$ cat src/rtl/regfile_writeback.sv
// regfile_writeback: in-order result queue draining onto the register-file and accumulator write ports,
// with per-register pending-write flags for decode hazard stalls.
module regfile_writeback #(
  parameter int DATA_W = 4,
  parameter int ADDR_W = 2,
  parameter int DEPTH  = 2
) (
  input  logic                       clk,
  input  logic                       reset_n,
  input  logic                       res_valid,
  output logic                       res_ready,
  input  logic                       res_to_acc,
  input  logic [ADDR_W-1:0]          res_dest,
  input  logic [DATA_W-1:0]          res_data,
  input  logic                       flush,
  input  logic                       wb_stall,
  output logic                       write_enable,
  output logic [ADDR_W-1:0]          write_addr,
  output logic [DATA_W-1:0]          write_data,
  output logic                       acc_write_enable,
  output logic [DATA_W-1:0]          acc_in,
  output logic [(1<<ADDR_W)-1:0]     pend_reg,
  output logic                       pend_acc,
  output logic [$clog2(DEPTH):0]     count,
  output logic [7:0]                 issued_cnt
);
  localparam int PW = $clog2(DEPTH);
  localparam int CW = PW + 1;
  logic              acc_q  [DEPTH];
  logic [ADDR_W-1:0] dest_q [DEPTH];
  logic [DATA_W-1:0] data_q [DEPTH];
  logic [PW-1:0]     head_q, head_d, tail_q, tail_d;
  logic [CW-1:0]     count_q, count_d;
  logic [7:0]        issued_q, issued_d;
  logic              push, issue;
  assign res_ready = (count_q < CW'(DEPTH)) & !flush;
  assign push      = res_valid & res_ready;
  assign issue     = (count_q != '0) & !wb_stall & !flush;
  assign write_enable     = issue & !acc_q[head_q];
  assign acc_write_enable = issue & acc_q[head_q];
  assign write_addr = write_enable ? dest_q[head_q] : '0;
  assign write_data = write_enable ? data_q[head_q] : '0;
  assign acc_in     = acc_write_enable ? data_q[head_q] : '0;
  assign count      = count_q;
  assign issued_cnt = issued_q;
  always_comb begin
    head_d   = flush ? '0 : (issue ? head_q + PW'(1) : head_q);
    tail_d   = flush ? '0 : (push ? tail_q + PW'(1) : tail_q);
    count_d  = flush ? '0 : count_q + CW'(push) - CW'(issue);
    issued_d = (issue && issued_q != 8'hFF) ? issued_q + 8'd1 : issued_q;
  end
  // An entry is live when its distance from the head is below the occupancy.
  always_comb begin
    pend_reg = '0;
    pend_acc = 1'b0;
    for (int i = 0; i < DEPTH; i++) begin
      if ({1'b0, PW'(i) - head_q} < count_q) begin
        if (acc_q[i]) pend_acc = 1'b1;
        else pend_reg[dest_q[i]] = 1'b1;
      end
    end
  end
  always_ff @(posedge clk or negedge reset_n) begin
    if (!reset_n) begin
      count_q  <= '0;
      head_q   <= '0;
      tail_q   <= '0;
      issued_q <= '0;
      for (int i = 0; i < DEPTH; i++) begin
        acc_q[i]  <= 1'b0;
        dest_q[i] <= '0;
        data_q[i] <= '0;
      end
    end else begin
      count_q  <= count_d;
      head_q   <= head_d;
      tail_q   <= tail_d;
      issued_q <= issued_d;
      if (push) begin
        acc_q[tail_q]  <= res_to_acc;
        dest_q[tail_q] <= res_dest;
        data_q[tail_q] <= res_data;
      end
    end
  end
endmodule

$ cat config.mk
export PLATFORM = sky130hd
export DESIGN_NAME = regfile_writeback
export DESIGN_NICKNAME = d
export VERILOG_FILES = /design/src/rtl/regfile_writeback.sv
export SDC_FILE = /design/constraint.sdc
export NUM_CORES = 1
export LEC_CHECK = 0
export ABC_CLOCK_PERIOD_IN_PS = 1600
export CELL_PAD_IN_SITES_DETAIL_PLACEMENT = 1
export CELL_PAD_IN_SITES_GLOBAL_PLACEMENT = 1
export CORE_MARGIN = 3
export CORE_UTILIZATION = 32
export DETAILED_ROUTE_END_ITERATION = 10
export MAX_ROUTING_LAYER = met4
export PLACE_DENSITY = 0.74
export SYNTH_ARGS = -nofsm -noshare
export SYNTH_HDL_FRONTEND = slang
export SYNTH_SLANG_ARGS = --single-unit
$ cat constraint.sdc
create_clock -name clk -period 1.6 [get_ports clk]
set_input_delay 0.4 -clock clk [delete_from_list [all_inputs] [get_ports clk]]
set_output_delay 0.4 -clock clk [all_outputs]
set_load 0.02 [all_outputs]
### Word level (Yosys, flattened, before mapping)

Cells that the tools add are included.

| word-level totals | value |
|---|---|
| register bits | 26 |
| input port bits | 12 |

| operators by class | value |
|---|---|
| bitwise logic cells | 9 |
| mux-type cells | 38 |
| add/subtract/negate cells | 7 |
| eq/ne operators | 1 |
| magnitude comparators | 10 |
| reduce and logical (&&, ||, !) cells | 10 |

Operator list:

| operator | count |
|---|---|
| 4-bit 2-to-1 mux | 10 |
| 1-bit 2-to-1 mux | 14 |
| 2-bit 2-to-1 mux | 6 |
| 8-bit by 1-bit adder with 8-bit output (second input constant) | 1 |
| 8-bit bitwise mux | 1 |
| 8-bit inequality test (second input constant) | 1 |
| 1-bit AND | 6 |
| 2-bit by 3-bit less-than comparator with 1-bit output (second input constant) | 2 |
| 2-bit nonzero test | 3 |
| 4-bit bitwise mux | 1 |
| 1-bit demux with 2-bit select | 2 |
| 4-bit demux with 1-bit select | 1 |
| 2-bit by 1-bit greater-or-equal comparator with 1-bit output (second input constant) | 2 |
| 2-bit greater-or-equal comparator (second input constant) | 2 |
| 1-bit logical AND | 4 |
| 1-bit by 2-bit less-than comparator with 1-bit output | 2 |
| 1-bit NOT with 2-bit output | 2 |
| 4-bit OR | 1 |
| 1-bit logical NOT | 3 |
| 1-bit adder (second input constant) | 2 |
| 2-bit by 1-bit adder with 2-bit output | 1 |
| 2-bit bitwise mux | 1 |
| 2-bit demux with 1-bit select | 1 |
| 2-bit by 1-bit less-than comparator with 1-bit output (second input constant) | 1 |
| 4 further kinds | 5 |

### Depth between registers and ports, before layout

| depth | value |
|---|---|
| depth in word-level cells | 9 |
| mapped depth | 8 |
| depth with buffers taken out | 8 |

### Least setup slack after synthesis

No wires, ideal clock.

| timing path | value |
|---|---|
| path kind | reg2out |
| start point | register count_q[1] (netlist: count[1]) |
| end point | output port acc_in[0] |
| setup slack | -256 ps |
| buffers on the path | 1 |
| arrival | 1456 ps |
| cell stages (with the launch flop) | 5 |
| path through | dfrtp_1 -> o21bai_2 -> or2_4 -> clkbuf_1 -> nor2_1 |

| between the ends | value |
|---|---|
| word-level cells in the longest chain between the ends | 5 |

Ends and longest elaborated chain:

| element | RTL line | text |
|---|---|---|
| start: declaration | 33 | `logic [CW-1:0] count_q, count_d;` |
| start signal: assignment | 75 | `count_q <= count_d;` |
| 2-bit nonzero test | 38 | `assign issue = (count_q != '0) & !wb_stall & !flush;` |
| 1-bit AND (2 in a row) | 38 |  |
| 1-bit AND | 40 | `assign acc_write_enable = issue & acc_q[head_q];` |
| 4-bit 2-to-1 mux | 43 | `assign acc_in = acc_write_enable ? data_q[head_q] : '0;` |
| end: declaration | 21 | `output logic [DATA_W-1:0] acc_in,` |

Every way passes these cells.

### Final worst setup path

| timing path | value |
|---|---|
| start point | register acc_q[1] (netlist bit) |
| end point | output port write_enable |

| between the ends | value |
|---|---|
| word-level cells in the longest chain between the ends | 5 |

Ends and longest elaborated chain:

| element | RTL line | text |
|---|---|---|
| start: declaration | 29 | `logic acc_q [DEPTH];` |
| start signal: indexed assignment | 80 | `acc_q[tail_q] <= res_to_acc;` |
| 1-bit 2-to-1 mux (not written as such) (3 in a row) | 39 | `assign write_enable = issue & !acc_q[head_q];` |
| 1-bit logical NOT | 39 |  |
| 1-bit AND | 39 |  |
| end: declaration | 17 | `output logic write_enable,` |

Every way passes these cells. The select of a mux whose other input is x is not followed.

==> impl_metrics.yaml <==
global_route:
  grt_max_degree: 27
  grt_remaining_overflow: 0
  grt_antenna_before_repair: 0
  grt_pass1_vias: 1686
  grt_pass1_wl_mm: 8.50
  track_usage: 0.216
critical_path:
  worstSetupPathType: "flip-flop to primary output"
  crit_path_start_kind: "flip-flop"
  r2r_slack_ps: -210
  cp_data_arrival_time_ps: 1540
  cp-end-kind: "primary output"
  crit_fanout: 3
  worstPathRequired_ps: 1200
logic_synthesis:
  synth-seq-cells: 26
  synth_area_per_cell_um2: 9.95
  syn_inst: 141
  yosysUniqueCellTypes: 33
  synthArstFlopShare: 1.00
  synth_edf_count: 0
  yosysWarningCount: 0
  syn-num-nets: 156
  syn-cell-area_mm2: 0.00140
  yosysSeqAreaShare: 0.464
  synth_flop_cell: "dfrtp_1"
final_layout:
  area_delta_synth_final_pct: 84.5
  design_area_mm2: 0.00259
  final_common_cell: "buf_6"
  layout-drive-gt1-share: 0.553
  stdcell_count: 267
  final_nets: 233
  post-route-util: 0.629
  mostFrequentLayoutCells: "buf_6, buf_4, dfrtp_1"
  n_antenna_cell: 0
  fillerInstances: 427
detailed_routing:
  drc: 0
  avgViaCountPerCell: 5.47
  ant_nets: 0
  drtIter0Drc: 49
  num_vias: 1460
  wl_per_cell_um: 22.7
  finalWirelength_mm: 6.05
  dr.pass1.iters: 4
die:
  dieHeight_um: 72.2
  fp-row-count: 23
  io_pins: 40
  core_mm2: 0.00412
  dieArea_mm2: 0.00521
  die_width_um: 72.2
  start_util: 0.341
clocking:
  cts-root-buf: "clkbuf_8"
  cts_hold_buffers: 0
  h-tree-depth: 1
  cts-buffers-inserted: 3
  cts_tree: "built"
  clock_path_buffers: 2
  clk_latency_ps: 280
  cts_sinks: 26
  clk_pin_slew_ps: 100
place:
  gp_congestion: 0.843
  place_area_mm2: 0.00220
  io_buffers: 39
  dp.cells: 255
  hpwlAfterDp_mm: 3.33
timing:
  fin_crit_ps: 1940
  rsz0062_at_grt: "yes"
  min_period_over_period: 1.22
  setup_viol: 32
  fin_setup_tns_ps: -5840
  finalMaxSlewViolations: 0
  finalClockSkew_ps: 7.29
  worstMarginPinSlew_ps: 519
  setup_ws_ps: -345
  max_clock_freq_ghz: 0.514
  hold_violations: 0
  slew_headroom: 0.651
status:
  violations: "negative setup slack"
  outcome: "complete, but fails checks"
power:
  leakage_nw: 1.13
  power_density_mw_per_mm2: 1440
  ir_worst_vdd_uv: 655
min_path:
  hp-class: "primary input to asynchronous set/reset pin"
flow_run:
  drv_cap: 0
[worst max-delay path, cell delays in order, from the launching register on]
cell and delay, ps:
dfrtp_1 410, nor2b_2 170, buf_4 130, a21o_1 200, buf_4 160, nor2_4 90, buf_6 120
[metal layers]
| metal | global-route usage | vias to the layer above | routed length [µm] |
|---|---|---|---|
| li1 | - | 655 | - |
| met1 | 0.254 | 744 | 2550 |
| met2 | 0.377 | 45 | 3150 |
| met3 | 0.0277 | 16 | 176 |
| met4 | 0.0752 | 0 | 168 |
| met5 | - | - | 0 |
[Yosys cell counts, drive strengths merged (2+ instances only)]
cell type	instances	area share
mux2i	2	0.014
a41oi	2	0.012
a22oi	4	0.021
mux2	13	0.10
nand2	8	0.021
a22o	4	0.025
buf	2	0.0071
o21ai	3	0.011
nor3	6	0.025
a21oi	9	0.035
xnor2	3	0.019
a32oi	5	0.031
ha	3	0.027
clkbuf	2	0.0054
xor2	2	0.012
inv	9	0.024
a31oi	3	0.013
nor2	21	0.060
nor2b	5	0.022
dfrtp	26	0.46
[registers in the layout, summed over array words and instances (netlist names)]
name	flops
head_q	1
dest_q	4
issued_cnt	8
data_q	8
tail_q	1
count	2
acc_q	2
[where the power goes]
group	internal [mW]	switching (mW)	total (mW)
clock network	0.179	0.227	0.406
registers	0.891	0.329	1.22
logic	1.01	1.08	2.09
[cells by family after synthesis]
logic type      after synthesis  synth area share
simple gates                 46             0.157
buf+inv                      14            0.0401
mux                          15             0.119
fa+ha+maj                     3            0.0268
flops                        26             0.464
compound gates               32             0.162
xor+xnor                      5            0.0312
[worst paths after layout]
kind                               start             to  depth (start not counted)
setup / recovery                acc_q[1]   write_enable                          6
hold / removal                   reset_n      dest_q[0]                          2
setup reg to reg                count[0]       count[1]                          9
hold reg to reg            issued_cnt[0]  issued_cnt[0]                          1
max in group asynchronous        reset_n         head_q                          2
min in group clk           issued_cnt[0]  issued_cnt[0]                          1
[timing repair]
action / in CTS / in global routing
pin swaps: 6 / 16
endpoints found under the setup margin: 47 / 32
gates resized for setup: 134 / 43
buffers inserted: 5 / 2
hold endpoints to repair: 0 / 0
cloned: 1 / 0
[through the flow]
| step | total power, mW | hold WS (ps) | worst slack (ps) |
|---|---|---|---|
| 6_report | 3.72 | 498 | -345 |
| 5_1_grt | 3.90 | 533 | -404 |
| 4_1_cts | 3.32 | 518 | -302 |
| 3_5_place_dp | 2.73 | 526 | -953 |
| 3_3_place_gp | 2.63 | 514 | -958 |
| 2_1_floorplan | 1.94 | 104 | -38.4 |
[layout make-up]
class	count	area, µm²	area share
Clock buffer	4	45.0	0.0174
Inverter	10	42.5	0.0164
Multi-Input combinational cell	102	1040	0.403
Sequential cell	26	654	0.253
Tap cell	50	62.6	0.0242
Timing Repair Buffer	75	739	0.286
Power figures use the tool's default switching activity.
